## config.mk

```make
export PLATFORM = sky130hd
export DESIGN_NAME = axi_stream_insert_header
export DESIGN_NICKNAME = d
export VERILOG_FILES = /design/src/rtl/axi_hdr_pkg.sv /design/src/rtl/byte_realign_buf.sv /design/src/rtl/axi_stream_insert_header.sv
export SDC_FILE = /design/constraint.sdc
export NUM_CORES = 1
export LEC_CHECK = 0
export ABC_AREA = 1
export CAP_MARGIN = 20
export CORE_MARGIN = 5
export CORE_UTILIZATION = 40
export CTS_CLUSTER_DIAMETER = 150
export DETAILED_ROUTE_END_ITERATION = 12
export DONT_BUFFER_PORTS = 1
export GPL_TIMING_DRIVEN = 0
export MAX_ROUTING_LAYER = met4
export PLACE_DENSITY = 0.55
export SKIP_CTS_REPAIR_TIMING = 1
export SYNTH_ARGS = -nofsm -noshare
export SYNTH_HDL_FRONTEND = slang
export SYNTH_SLANG_ARGS = --single-unit
```

## constraint.sdc

```tcl
create_clock -name clk -period 3.8 [get_ports clk]
set_clock_uncertainty 0.2 [all_clocks]
set_input_delay 0.76 -clock clk [delete_from_list [all_inputs] [get_ports clk]]
set_output_delay 0.76 -clock clk [all_outputs]
set_load 0.03 [all_outputs]
```

## src/rtl/axi_hdr_pkg.sv

```systemverilog
// Shared constants, FSM encoding and keep helper for the header-insertion datapath.
package axi_hdr_pkg;

    localparam int AXI_HDR_DATA_WD = 32;

    typedef logic [1:0] state_t;

    localparam logic [1:0] IDLE   = 2'd0;
    localparam logic [1:0] STREAM = 2'd1;
    localparam logic [1:0] TAIL   = 2'd2;

    // Keep mask with the top 'cnt' lanes of an 'nb'-lane beat set; callers truncate to nb bits.
    function automatic logic [63:0] msb_keep(input int cnt, input int nb);
        return ((64'd1 << cnt) - 64'd1) << (nb - cnt);
    endfunction

endpackage

```

## src/rtl/byte_realign_buf.sv

```systemverilog
// Two-beat byte FIFO: appends an MSB-aligned group of bytes behind the stored ones
// and can pop one full beat from the front in the same cycle.
module byte_realign_buf #(
    parameter int DATA_WD = 32,
    parameter int CNT_WD  = $clog2(2 * (DATA_WD / 8) + 1)
) (
    input  logic               clk,
    input  logic               srst,
    input  logic               i_append,
    input  logic [DATA_WD-1:0] i_app_data,
    input  logic [CNT_WD-1:0]  i_app_cnt,
    input  logic               i_pop,
    output logic [CNT_WD-1:0]  o_occ,
    output logic [CNT_WD-1:0]  o_comb_cnt,
    output logic [DATA_WD-1:0] o_head
);

    localparam int NB     = DATA_WD / 8;
    localparam int BUF_WD = 2 * DATA_WD;
    localparam logic [CNT_WD-1:0] NB_C = CNT_WD'(NB);

    logic [BUF_WD-1:0] r_buf;
    logic [CNT_WD-1:0] r_occ;
    logic [BUF_WD-1:0] w_app_mask;
    logic [BUF_WD-1:0] w_app_wide;
    logic [BUF_WD-1:0] w_comb;
    logic [CNT_WD-1:0] w_comb_cnt;

    // Lanes past the byte count are zeroed so unused buffer bytes always read as 0.
    generate
        for (genvar gi = 0; gi < 2 * NB; gi++) begin : g_mask
            assign w_app_mask[BUF_WD-1-8*gi -: 8] = (CNT_WD'(gi) < i_app_cnt) ? 8'hFF : 8'h00;
        end
    endgenerate

    assign w_app_wide = {i_app_data, {DATA_WD{1'b0}}} & w_app_mask;
    assign w_comb     = i_append ? (r_buf | (w_app_wide >> {r_occ, 3'b000})) : r_buf;
    assign w_comb_cnt = i_append ? (r_occ + i_app_cnt) : r_occ;

    always_ff @(posedge clk) begin
        if (srst) begin
            r_buf <= '0;
            r_occ <= '0;
        end else if (i_pop) begin
            r_buf <= w_comb << DATA_WD;
            r_occ <= (w_comb_cnt > NB_C) ? (w_comb_cnt - NB_C) : '0;
        end else begin
            r_buf <= w_comb;
            r_occ <= w_comb_cnt;
        end
    end

    assign o_occ      = r_occ;
    assign o_comb_cnt = w_comb_cnt;
    assign o_head     = w_comb[BUF_WD-1 -: DATA_WD];

endmodule

```

## src/rtl/axi_stream_insert_header.sv

```systemverilog
// Prepends a 1..DATA_BYTE_WD byte header to an AXI-Stream packet and realigns the
// payload into one contiguous MSB-first byte stream behind a registered output stage.
module axi_stream_insert_header
    import axi_hdr_pkg::*;
#(
    parameter int DATA_WD      = AXI_HDR_DATA_WD,
    parameter int DATA_BYTE_WD = DATA_WD / 8,
    parameter int BYTE_CNT_WD  = $clog2(DATA_BYTE_WD)
) (
    input  logic                    clk,
    input  logic                    rst_n,
    input  logic                    valid_in,
    input  logic [DATA_WD-1:0]      data_in,
    input  logic [DATA_BYTE_WD-1:0] keep_in,
    input  logic                    last_in,
    output logic                    ready_in,
    output logic                    valid_out,
    output logic [DATA_WD-1:0]      data_out,
    output logic [DATA_BYTE_WD-1:0] keep_out,
    output logic                    last_out,
    input  logic                    ready_out,
    input  logic                    valid_insert,
    input  logic [DATA_WD-1:0]      data_insert,
    input  logic [DATA_BYTE_WD-1:0] keep_insert,
    input  logic [BYTE_CNT_WD-1:0]  byte_insert_cnt,
    output logic                    ready_insert
);

    localparam int CNT_WD = $clog2(2 * DATA_BYTE_WD + 1);
    localparam logic [CNT_WD-1:0] NB = CNT_WD'(DATA_BYTE_WD);

    state_t                    r_state;
    state_t                    w_next_state;
    logic                      r_valid_out;
    logic [DATA_WD-1:0]        r_data_out;
    logic [DATA_BYTE_WD-1:0]   r_keep_out;
    logic                      r_last_out;

    logic                      w_out_free;
    logic                      w_out_fire;
    logic                      w_in_fire;
    logic                      w_hdr_fire;
    logic                      w_emit;
    logic                      w_emit_last;
    logic [CNT_WD-1:0]         w_occ;
    logic [CNT_WD-1:0]         w_comb_cnt;
    logic [CNT_WD-1:0]         w_hdr_len;
    logic [CNT_WD-1:0]         w_keep_cnt;
    logic [CNT_WD+2:0]         w_hdr_shift;
    logic [DATA_WD-1:0]        w_hdr_aligned;
    logic [DATA_WD-1:0]        w_head;
    logic [DATA_BYTE_WD-1:0]   w_last_keep;
    logic [DATA_BYTE_WD-1:0]   w_beat_keep;
    logic                      w_append;
    logic [DATA_WD-1:0]        w_app_data;
    logic [CNT_WD-1:0]         w_app_cnt;
    logic                      w_unused_keep_insert;

    // byte_insert_cnt is authoritative; keep_insert carries no extra information.
    assign w_unused_keep_insert = ^keep_insert;

    assign w_out_free = !r_valid_out || ready_out;
    assign w_out_fire = r_valid_out && ready_out;

    // A full buffer still accepts the next beat, so a full beat is only launched once
    // it is known whether the packet ends there (an empty last beat must not add a beat).
    assign ready_in     = (r_state == STREAM) && w_out_free && (w_occ <= NB) && !rst_n;
    assign ready_insert = (r_state == IDLE) && !rst_n;
    assign w_in_fire    = valid_in && ready_in;
    assign w_hdr_fire   = valid_insert && ready_insert;

    assign w_hdr_len     = CNT_WD'(byte_insert_cnt) + CNT_WD'(1);
    assign w_hdr_shift   = {NB - w_hdr_len, 3'b000};
    assign w_hdr_aligned = data_insert << w_hdr_shift;
    assign w_keep_cnt    = CNT_WD'($countones(keep_in));

    assign w_append   = w_in_fire || w_hdr_fire;
    assign w_app_data = w_hdr_fire ? w_hdr_aligned : data_in;
    assign w_app_cnt  = w_hdr_fire ? w_hdr_len : w_keep_cnt;

    byte_realign_buf #(
        .DATA_WD (DATA_WD),
        .CNT_WD  (CNT_WD)
    ) u_buf (
        .clk        (clk),
        .srst       (rst_n),
        .i_append   (w_append),
        .i_app_data (w_app_data),
        .i_app_cnt  (w_app_cnt),
        .i_pop      (w_emit),
        .o_occ      (w_occ),
        .o_comb_cnt (w_comb_cnt),
        .o_head     (w_head)
    );

    assign w_last_keep = DATA_BYTE_WD'(msb_keep(int'(w_comb_cnt), DATA_BYTE_WD));
    assign w_beat_keep = w_emit_last ? w_last_keep : {DATA_BYTE_WD{1'b1}};

    always_comb begin
        w_next_state = r_state;
        w_emit       = 1'b0;
        w_emit_last  = 1'b0;
        case (r_state)
            IDLE: begin
                if (w_hdr_fire) w_next_state = STREAM;
            end
            STREAM: begin
                if (w_in_fire) begin
                    if (last_in) begin
                        w_emit       = 1'b1;
                        w_emit_last  = (w_comb_cnt <= NB);
                        w_next_state = TAIL;
                    end else if (w_comb_cnt >= NB) begin
                        w_emit = 1'b1;
                    end
                end
            end
            TAIL: begin
                // Either leftover bytes still need their closing beat, or we wait for it to drain.
                if (w_out_free) begin
                    if (w_occ != '0) begin
                        w_emit      = 1'b1;
                        w_emit_last = 1'b1;
                    end else if (w_out_fire && r_last_out) begin
                        w_next_state = IDLE;
                    end
                end
            end
            default: w_next_state = IDLE;
        endcase
    end

    always_ff @(posedge clk) begin
        if (rst_n) begin
            r_state     <= IDLE;
            r_valid_out <= 1'b0;
            r_data_out  <= '0;
            r_keep_out  <= '0;
            r_last_out  <= 1'b0;
        end else begin
            r_state <= w_next_state;
            if (w_emit) begin
                r_valid_out <= 1'b1;
                r_data_out  <= w_head;
                r_keep_out  <= w_beat_keep;
                r_last_out  <= w_emit_last;
            end else if (w_out_fire) begin
                r_valid_out <= 1'b0;
            end
        end
    end

    assign valid_out = r_valid_out;
    assign data_out  = r_data_out;
    assign keep_out  = r_keep_out;
    assign last_out  = r_last_out;

endmodule

```

# Yosys cells after proc, flatten, opt, wreduce, memory -nomap -nowiden
# Cells that the tools add are included.
dict set report totals {
  register_bits 108
  inputBits 80
  output_inout_bits 40
}
dict set report op_classes {
  addsub 9
  n_lt_le_gt_ge 12
  eq_ne 8
  n_shift 4
  n_mux 34
  n_bitwise 2
  n_reduce_logical 17
}
# operator count
set ops {}
lappend ops {{two-way mux 64 bit} 2}
lappend ops {{bitwise AND 64 bit} 1}
lappend ops {{two-way mux 8 bit} 8}
lappend ops {{bitwise OR 64 bit} 1}
lappend ops {{<< shifter 1 x 4 -> 64 bit, first input constant} 1}
lappend ops {{<< shifter 64 x 32 -> 4 bit} 1}
lappend ops {{right shift 64 x 7 -> 64 bit} 1}
lappend ops {{subtractor 64 x 1 -> 64 bit, second input constant} 1}
lappend ops {{two-way mux 32 bit} 1}
lappend ops {{<< shifter 32 x 7 -> 32 bit} 1}
lappend ops {{two-way mux 4 bit} 4}
lappend ops {{< comparator 3 bit, first input constant} 4}
lappend ops {{two-way mux 2 bit} 6}
lappend ops {{!= test 2 bit, second input constant} 6}
lappend ops {{two-way mux 1 bit} 9}
lappend ops {{<= comparator 4 x 3 -> 1 bit, second input constant} 2}
lappend ops {{logical AND 1 bit} 8}
lappend ops {{< comparator 1 x 3 -> 1 bit, first input constant} 2}
lappend ops {{< comparator 2 x 3 -> 1 bit, first input constant} 2}
lappend ops {{case mux 2 bit (3 select lines)} 1}
lappend ops {{AND reduction 6 bit} 1}
lappend ops {{subtractor 3 x 4 -> 5 bit, first input constant} 1}
lappend ops {{adder 1 x 1 -> 2 bit} 2}
lappend ops {{adder 4 x 3 -> 4 bit} 1}
lappend ops {{other kinds (16)} 19}

# Depth between registers and ports, before layout
# Gate-level depths: netlist (run 1).
dict set report logic_depth {
  depth_word 14
  ltp_mapped 28
  depth_no_buf 28
}

# Cells and area by module
# Synthesis (run 1) repeated with hierarchy kept, for this count alone.
dict set report hier_totals {
  cells_unflattened 1184
  area_unflattened_um2 7464.7
}
# module n_inst cells_per_inst area_each_um2 seq_area_each_um2
set modules_own_cells {}
lappend modules_own_cells {byte_realign_buf 1 713 4390.5 1361.3}
lappend modules_own_cells {axi_stream_insert_header 1 471 3074.2 800.8}

# Worst setup path before layout (run 1)
# Ideal clock, no wire load.
dict set report synth_path {
  path_kind {input-to-reg}
  from {in keep_in[0]}
  to {reg r_keep_out[3] (netlist: keep_out[3])}
  setup_ns 0.070
  arrival_ns 3.820
  slack_ns -0.290
  path_stages 19
  n_path_buf 0
  path_cell_list {fa_1 -> ha_1 -> nand2_1 -> o21a_1 -> inv_1 -> ha_1 -> fa_1 -> nand2_1 -> nand2_1 -> inv_1 -> ha_1 -> ha_1 -> nand2_1 -> ha_1 -> inv_1 -> nand3_1 -> nand3_1 -> nand3_1 -> a21oi_1}
}
dict set report synth_via {
  elab_chain_len 10
  word_cells_on_any_way 19
}
# element line_no
set synth_rtl {}
lappend synth_rtl {{start: declaration} axi_stream_insert_header.sv:14} ;# input logic [DATA_BYTE_WD-1:0] keep_in,
lappend synth_rtl {{adder 1 x 1 -> 2 bit (implied by the code) (*)} axi_stream_insert_header.sv:75} ;# assign w_keep_cnt = CNT_WD'($countones(keep_in));
lappend synth_rtl {{adder 2 x 2 -> 3 bit (implied by the code) (*)} axi_stream_insert_header.sv:75}
lappend synth_rtl {{two-way mux 3 bit (*)} axi_stream_insert_header.sv:79} ;# assign w_app_cnt = w_hdr_fire ? w_hdr_len : w_keep_cnt;
lappend synth_rtl {{adder 4 x 3 -> 4 bit (*)} byte_realign_buf.sv:38} ;# assign w_comb_cnt = i_append ? (r_occ + i_app_cnt) : r_occ;
lappend synth_rtl {{two-way mux 4 bit (*)} byte_realign_buf.sv:38}
lappend synth_rtl {{parallel branches: the longest is 5 deep, another holds subtractor 64 x 1 -> 64 bit} --}
lappend synth_rtl {{end signal: assignment} axi_stream_insert_header.sv:145} ;# r_keep_out <= w_beat_keep;
lappend synth_rtl {{end: declaration} axi_stream_insert_header.sv:36} ;# logic [DATA_BYTE_WD-1:0] r_keep_out;
# Mark *: on every way between the ends.
# A chain may end at the register's enable or synchronous reset.

# Worst setup path after layout (run 1)
dict set report layout_path {
  from {in keep_in[3]}
  to {reg u_buf.r_buf[48]}
}
dict set report layout_via {
  elab_chain_len 11
  word_cells_on_any_way 31
}
# element line_no
set layout_rtl {}
lappend layout_rtl {{adder 1 x 1 -> 2 bit (implied by the code) (*)} axi_stream_insert_header.sv:75}
lappend layout_rtl {{adder 2 x 2 -> 3 bit (implied by the code) (*)} axi_stream_insert_header.sv:75}
lappend layout_rtl {{two-way mux 3 bit (*)} axi_stream_insert_header.sv:79}
lappend layout_rtl {{adder 4 x 3 -> 4 bit} byte_realign_buf.sv:38}
lappend layout_rtl {{two-way mux 4 bit} byte_realign_buf.sv:38}
lappend layout_rtl {{>= comparator 4 x 3 -> 1 bit} axi_stream_insert_header.sv:113} ;# end else if (w_comb_cnt >= NB) begin
lappend layout_rtl {{two-way mux 1 bit} axi_stream_insert_header.sv:113}
lappend layout_rtl {{two-way mux 1 bit} axi_stream_insert_header.sv:109} ;# if (last_in) begin
lappend layout_rtl {{two-way mux 1 bit} axi_stream_insert_header.sv:108} ;# if (w_in_fire) begin
lappend layout_rtl {{case mux 1 bit (2 select lines)} axi_stream_insert_header.sv:103} ;# case (r_state)
lappend layout_rtl {{two-way mux 64 bit (*)} byte_realign_buf.sv:44} ;# end else if (i_pop) begin
lappend layout_rtl {{end signal: assignment} byte_realign_buf.sv:45} ;# r_buf <= w_comb << DATA_WD;
lappend layout_rtl {{end signal: assignment} byte_realign_buf.sv:48} ;# r_buf <= w_comb;
lappend layout_rtl {{end: declaration} byte_realign_buf.sv:22} ;# logic [BUF_WD-1:0] r_buf;
# Mark *: on every way between the ends. The rest lies on a longest branch, timed or not.

==> flow_metrics.tcl, run 1 <==
set metrics [dict create \
    synthTopCellsByCount "nand2_1, dfxtp_1, nand3_1, o21ai_0, nor2_1" \
    drive_above_1_share_pct 17.5 \
    synth.distinct_cells 42 \
    powerDensity_nw_per_um2 594 \
    reg2regPathDepth 23 \
    avgSynthCellArea_sq_um 6.63 \
    clock_path_buffers 2 \
    yosysTopAreaCell "dfxtp_1" \
    dieArea_sq_um 18700 \
    yosys-top-cells-area "dfxtp_1, nand2_1, nand3_1, o21ai_0, a21oi_1" \
    cts-root-buf "clkbuf_16" \
    clkSlewWorstSetupHoldPaths_ps 70 \
    clkLatencyLatePin_ps 360 \
    start_util_pct 40.7 \
    sw_frac_of_total_pct 44.3 \
    syn_nets 1069 \
    final.fill_count 1654 \
    finalNetCount 1108 \
    synth_top_area_share_pct 33.6 \
    drcViolationCount 0 \
    portBuffers 0 \
    fp.coreArea_sq_um 15800 \
    rsz0062_at_grt "true" \
    num_rows 46 \
    r2r_start "r_state[0]$_SDFFE_PP0P_" \
    ys.warnings.count 0 \
    grt_pass1_vias 6405 \
    syn_area_sq_um 6440 \
    crit_fanout 6 \
    cts_tree "yes" \
    r2r_slack_ps 130 \
    max_freq_mhz 267 \
    max_cap_viol_count 0 \
    synthFlopType "dfxtp_1" \
    track_usage_pct 24.6 \
    switching_power_uw 2000 \
    numCtsBuffers 9 \
    p_total_uw 4520 \
    grt_max_degree 18 \
    period_needed_ps 3750 \
    final_cells 1230 \
    dr.pass1.iters 5 \
    leakagePower_uw 0.00327 \
    area_growth_pct 18.2 \
    h-tree-depth 3 \
    yosys.cell_count.top_type "nand2_1" \
    critical_path_arrival_ps 3840 \
    hold_viol_final 0 \
    pin_count 120 \
    max_slew_margin_pct 51.8 \
    worstHoldPathType "reg2reg" \
    fin_ws_ps 47.8 \
    outcome "finished, final reports clean" \
    dp_slack_ps -376 \
    wl_per_cell_microns 18.2 \
    drv_slew 0 \
    worstHoldPathCells 2 \
    diodes 0 \
    crit_type "in2reg" \
    period_share_pct 98.7 \
    start_kind "input pin" \
    syn-instance-count 971 \
    end_kind "flop" \
    clock-sinks 108 \
    grt-ovfl-total 0 \
    synth_edf_count 0 \
    hp-start "u_buf.r_buf[3]$_SDFF_PP0_" \
    antenna_found_initial 0 \
    p_int_uw 2520 \
    yosysSeqAreaShare_pct 33.6 \
    drt_iter0_drc 517 \
    num_vias 6678 \
    setup_viol 0 \
    die_y_microns 137 \
    worst_slew_pin_slew_ps 715 \
    min_to "u_buf.r_buf[3]$_SDFF_PP0_" \
    gp_congestion 0.971 \
    vias_per_cell 5.43 \
    die_w_microns 137 \
    placedCellCount 1187 \
    ys_async_sr_fraction_pct 0 \
    ant_nets 0 \
    pwr-share-clk_pct 19.7 \
    r2r_end "u_buf.r_buf[48]$_SDFF_PP0_" \
    hpwl_microns 17200 \
    synth-seq-cells 108 \
    vdd_drop_max_uv 374 \
    drt-total-wl_microns 22400 \
    seqPwrFrac_pct 29.0 \
    combPwrFrac_pct 51.3 \
    required_ps 3890 \
    grt_pass1_wl_microns 34500 \
]
==> sequential cells by signal, indices dropped and copies added (netlist names) <==
name and count:
data_out 32, last_out 1, u_buf.r_buf 64, u_buf.o_occ 4
keep_out 4, r_state 2, valid_out 1
==> placed cells by master, fill, tap and decap left out, types with 4 or more instances in the layout <==
cell type | Yosys | routed
nand2_1 | 287 | 281
dfxtp_1 | 108 | 107
nand3_1 | 92 | 90
o21ai_0 | 78 | 75
nor2_1 | 67 | 65
a21oi_1 | 60 | 58
inv_1 | 59 | 51
o21ai_2 | 7 | 33
buf_4 | 9 | 28
o21ai_1 | 42 | 18
buf_2 | 20 | 15
clkbuf_1 | 11 | 12
clkbuf_16 | 0 | 12
inv_2 | 5 | 11
nand2_4 | 5 | 10
nand2_2 | 9 | 10
and2_1 | 9 | 9
a21boi_0 | 9 | 9
ha_1 | 16 | 9
o221ai_1 | 8 | 8
buf_6 | 3 | 8
o21bai_1 | 8 | 8
nand3_2 | 5 | 7
buf_1 | 7 | 7
nand4_1 | 7 | 7
o211ai_1 | 7 | 7
nor2_4 | 4 | 6
ha_4 | 0 | 6
inv_4 | 3 | 4
or2_1 | 4 | 4
==> worst max path at each step <==
stage | start | endpoint | slack (ps) | depth (start not counted)
2_1_floorplan | keep_in[0] | keep_out[3]$_SDFFE_PP0P_ | -30 | 21
3_3_place_gp | keep_in[0] | data_out[31]$_SDFFE_PP0P_ | -360 | 19
3_5_place_dp | rst_n | data_out[28]$_SDFFE_PP0P_ | -380 | 20
4_1_cts | r_state[1]$_SDFFE_PP0P_ | data_out[31]$_SDFFE_PP0P_ | -290 | 23
5_1_grt | keep_in[3] | u_buf.r_buf[51]$_SDFF_PP0_ | -90 | 18
6_report | keep_in[3] | u_buf.r_buf[48]$_SDFF_PP0_ | 50 | 18
==> worst max-delay path, stage by stage <==
cell and delay, ps:
fa_1 530, ha_2 200, ha_4 210, o21ai_4 200, inv_2 90, fa_2 340, xor2_1 150, inv_1 70
nand2_2 70, nand2_4 80, nand2_4 100, nor2_4 40, o21bai_4 150, nand2_4 100, nor2_4 250, clkinv_4 200
clkbuf_16 210, o21ai_2 90
==> layer usage <==
metal | up-vias | part of all wire [%] | wire length (microns) | global-route usage [%]
met5 | - | 0 | 0 | -
met4 | 0 | 3.8 | 845 | 9.42
met3 | 62 | 6.2 | 1390 | 5.33
met2 | 232 | 46 | 10300 | 38.9
met1 | 3089 | 44 | 9790 | 30.8
li1 | 3295 | - | - | -
==> through the flow <==
step | utilization (%) | cell area (sq um) | hold slack (ps) | setup TNS, ps
2_1_floorplan | - | 6510 | 221 | -47.6
3_3_place_gp | 42.8 | 6780 | 236 | -27800
6_report | 48.1 | 7610 | 258 | 0
3_5_place_dp | 42.8 | 6780 | 244 | -28840
5_1_grt | 48.1 | 7610 | 255 | -2250
4_1_cts | 44.6 | 7050 | 251 | -18690
==> kinds of logic after synthesis <==
group           count (synthesis)  share of synthesized area [%]
flops                         108                           33.6
simple gates                  495                           33.9
fa+ha+maj                      18                           3.73
buf+inv                       118                           8.26
xor+xnor                        1                          0.136
compound gates                231                           20.4
==> cell type report <==
class / count / area (sq um) / share of cell area (%)
Multi-Input combinational cell: 745 / 4020 / 52.8
Sequential cell: 108 / 2160 / 28.4
Buffer: 50 / 332 / 4.36
Timing Repair Buffer: 27 / 272 / 3.57
Inverter: 68 / 270 / 3.55
Tap cell: 216 / 270 / 3.55
Clock buffer: 11 / 243 / 3.19
Clock inverter: 4 / 32.5 / 0.428
Timing Repair inverter: 1 / 5.00 / 0.0658
==> power by group through the flow <==
stage               Clock, uW  Combinational, uW  Sequential [uW]
floorplan                   0               1500             1320
global placement            0               2010             1330
detailed placement          0               2010             1330
CTS                       924               2020             1310
global route              972               2580             1320
finish                    891               2320             1310
No activity file was read; power rests on OpenSTA's default activity.
==> inputs of run 2 (changes only) <==
==> constraint.sdc (replaced) <==
create_clock -name clk -period 3.8 [get_ports clk]
set_clock_uncertainty 0.2 [all_clocks]
set_input_delay 0.19 -clock clk [delete_from_list [all_inputs] [get_ports clk]]
set_output_delay 0.19 -clock clk [all_outputs]
set_load 0.03 [all_outputs]
==> flow_metrics.tcl, run 2 (synthesis gave the netlist of run 1 again) <==
set metrics [dict create \
    outcome "complete, but fails checks" \
    failed_checks "negative hold slack" \
    cts-root-buf "clkbuf_16" \
    crit_fanout 10 \
    fp.coreArea_sq_um 15800 \
    worst_slew_pin_slew_ps 644 \
    end_kind "flop" \
    max_cap_viol_count 0 \
    crit_type "reg2reg" \
    fin_ws_ps 155 \
    wl_per_cell_microns 17.8 \
    final_common_cell "nand2_1" \
    cpPeakStageDelay_ps 410 \
    final_cells 1224 \
    dieArea_sq_um 18700 \
    clock-sinks 108 \
    die_y_microns 137 \
    grt_pass1_wl_microns 33200 \
    hold_viol_final 14 \
    required_ps 3900 \
    num_vias 6644 \
    portBuffers 0 \
    ant_nets 0 \
    leakagePower_uw 0.00318 \
    path_cells "inv_2 -> ha_2 -> inv_2 -> nor2_4 -> nand2_4 -> buf_8 -> nand2_1 -> o21a_4 -> inv_1 -> ha_2 -> fa_1 -> xor2_1 -> inv_1 -> nand2_2 -> nand2_4 -> nand2_4 -> nor2_1 -> o21bai_2 -> nand2_4 -> nor2_4 -> buf_12 -> inv_4 -> buf_4 -> o21ai_1" \
    numCtsBuffers 9 \
    finalNetCount 1101 \
    mostFrequentLayoutCells "nand2_1, dfxtp_1, nand3_1, o21ai_0, nor2_1" \
    placedCellCount 1187 \
    grt_pass1_vias 6199 \
    die_w_microns 137 \
    final.fill_count 1678 \
    h-tree-depth 3 \
    gp_congestion 0.999 \
    holdWs_ps -307 \
    hpwl_microns 17100 \
    drt-total-wl_microns 21700 \
    drv_slew 0 \
    cts_tree "yes" \
    clock_path_buffers 2 \
    area_growth_pct 14.7 \
    critical_path_arrival_ps 3740 \
    worstHoldPathType "in2reg" \
    p_total_uw 4570 \
    cp_common_cell "nand2_4" \
    largest_reg_flops 64 \
    reg2regPathDepth 24 \
    powerDensity_nw_per_um2 619 \
    drive_above_1_share_pct 13.3 \
    vdd_drop_max_uv 397 \
    max_freq_mhz 274 \
    grt_max_degree 19 \
    top_register "u_buf.r_buf" \
    clkLatencyLatePin_ps 360 \
    worstHoldPathCells 1 \
    dr.pass1.iters 5 \
    drcViolationCount 0 \
    pin_count 120 \
    grt-ovfl-total 0 \
    num_rows 46 \
    track_usage_pct 23.8 \
    start_util_pct 40.7 \
    dp_slack_ps -310 \
    clkSlewWorstSetupHoldPaths_ps 70 \
    drt_iter0_drc 526 \
    antenna_found_initial 0 \
    period_share_pct 95.9 \
    max_slew_margin_pct 56.6 \
    slowest_stage "fa_1" \
    period_needed_ps 3640 \
    start_kind "flop" \
    setup_viol 0 \
    diodes 0 \
    vias_per_cell 5.43 \
]
==> run 2: cell count changes in the layout (fill, tap and decap cells not counted), moves of 3 or more <==
cell / previous run / this run
nand2_2: 10 / 6
o21ai_0: 75 / 78
inv_1: 51 / 54
inv_2: 11 / 8
dlygate4sd3_1: 0 / 3
nand2_1: 281 / 284
clkbuf_16: 12 / 9
o21ai_2: 33 / 8
o21ai_1: 18 / 40
ha_4: 6 / 3
==> run 2: worst max-delay path: cells and delay by family, from the launching register on <==
family                     cells  cell delay (ps)
and+or+nand+nor                9              990
adders and majority gates      3              760
buffers and inverters          8              730
AOI/OAI and AO/OA              3              400
DFF                            1              330
xor gates and xnor gates       1              150
==> run 2: metrics by stage <==
stage	utilization, %	setup TNS, ps	hold slack [ps]	cell area [sq um]
6_report	46.6	0	-307	7380
5_1_grt	46.6	-778	-322	7380
4_1_cts	44.5	-21160	-321	7050
3_5_place_dp	42.4	-18720	67.4	6710
3_3_place_gp	42.4	-17230	65.3	6710
2_1_floorplan	-	0	62.4	6440
==> run 2: routing by layer <==
metal | global-route usage (%) | vias up | share of wire (%)
met2 | 38.5 | 230 | 47
met3 | 4.23 | 43 | 6.4
met5 | - | - | 0
met4 | 7.98 | 0 | 2.5
met1 | 30.2 | 3090 | 44
li1 | - | 3281 | -
==> run 2: power by group <==
part	switching [uW]	internal (uW)
clock network	452	604
logic	1460	749
registers	65.7	1240
total	1980	2590
==> run 2: final cells by class <==
class	count	area (sq um)	area share [%]
multi-input cells	745	3870	52.4
flip-flops and latches	108	2160	29.3
plain buffers	50	300	4.07
well taps	216	270	3.66
inverters	68	269	3.64
clock buffers	10	239	3.24
repair buffers	21	178	2.41
clock inverters	6	95.1	1.29
==> run 2: path summary, 6_finish.rpt <==
| kind | startpoint | end | slack (ps) |
|---|---|---|---|
| worst max-delay path | r_state[1]$_SDFFE_PP0P_ | u_buf.r_buf[49]$_SDFF_PP0_ | 160 |
| worst min-delay path | rst_n | valid_out$_SDFFE_PP0P_ | -310 |
| worst max register to register | r_state[1]$_SDFFE_PP0P_ | u_buf.r_buf[49]$_SDFF_PP0_ | 160 |
| worst min register to register | u_buf.r_buf[0]$_SDFF_PP0_ | u_buf.r_buf[0]$_SDFF_PP0_ | 260 |
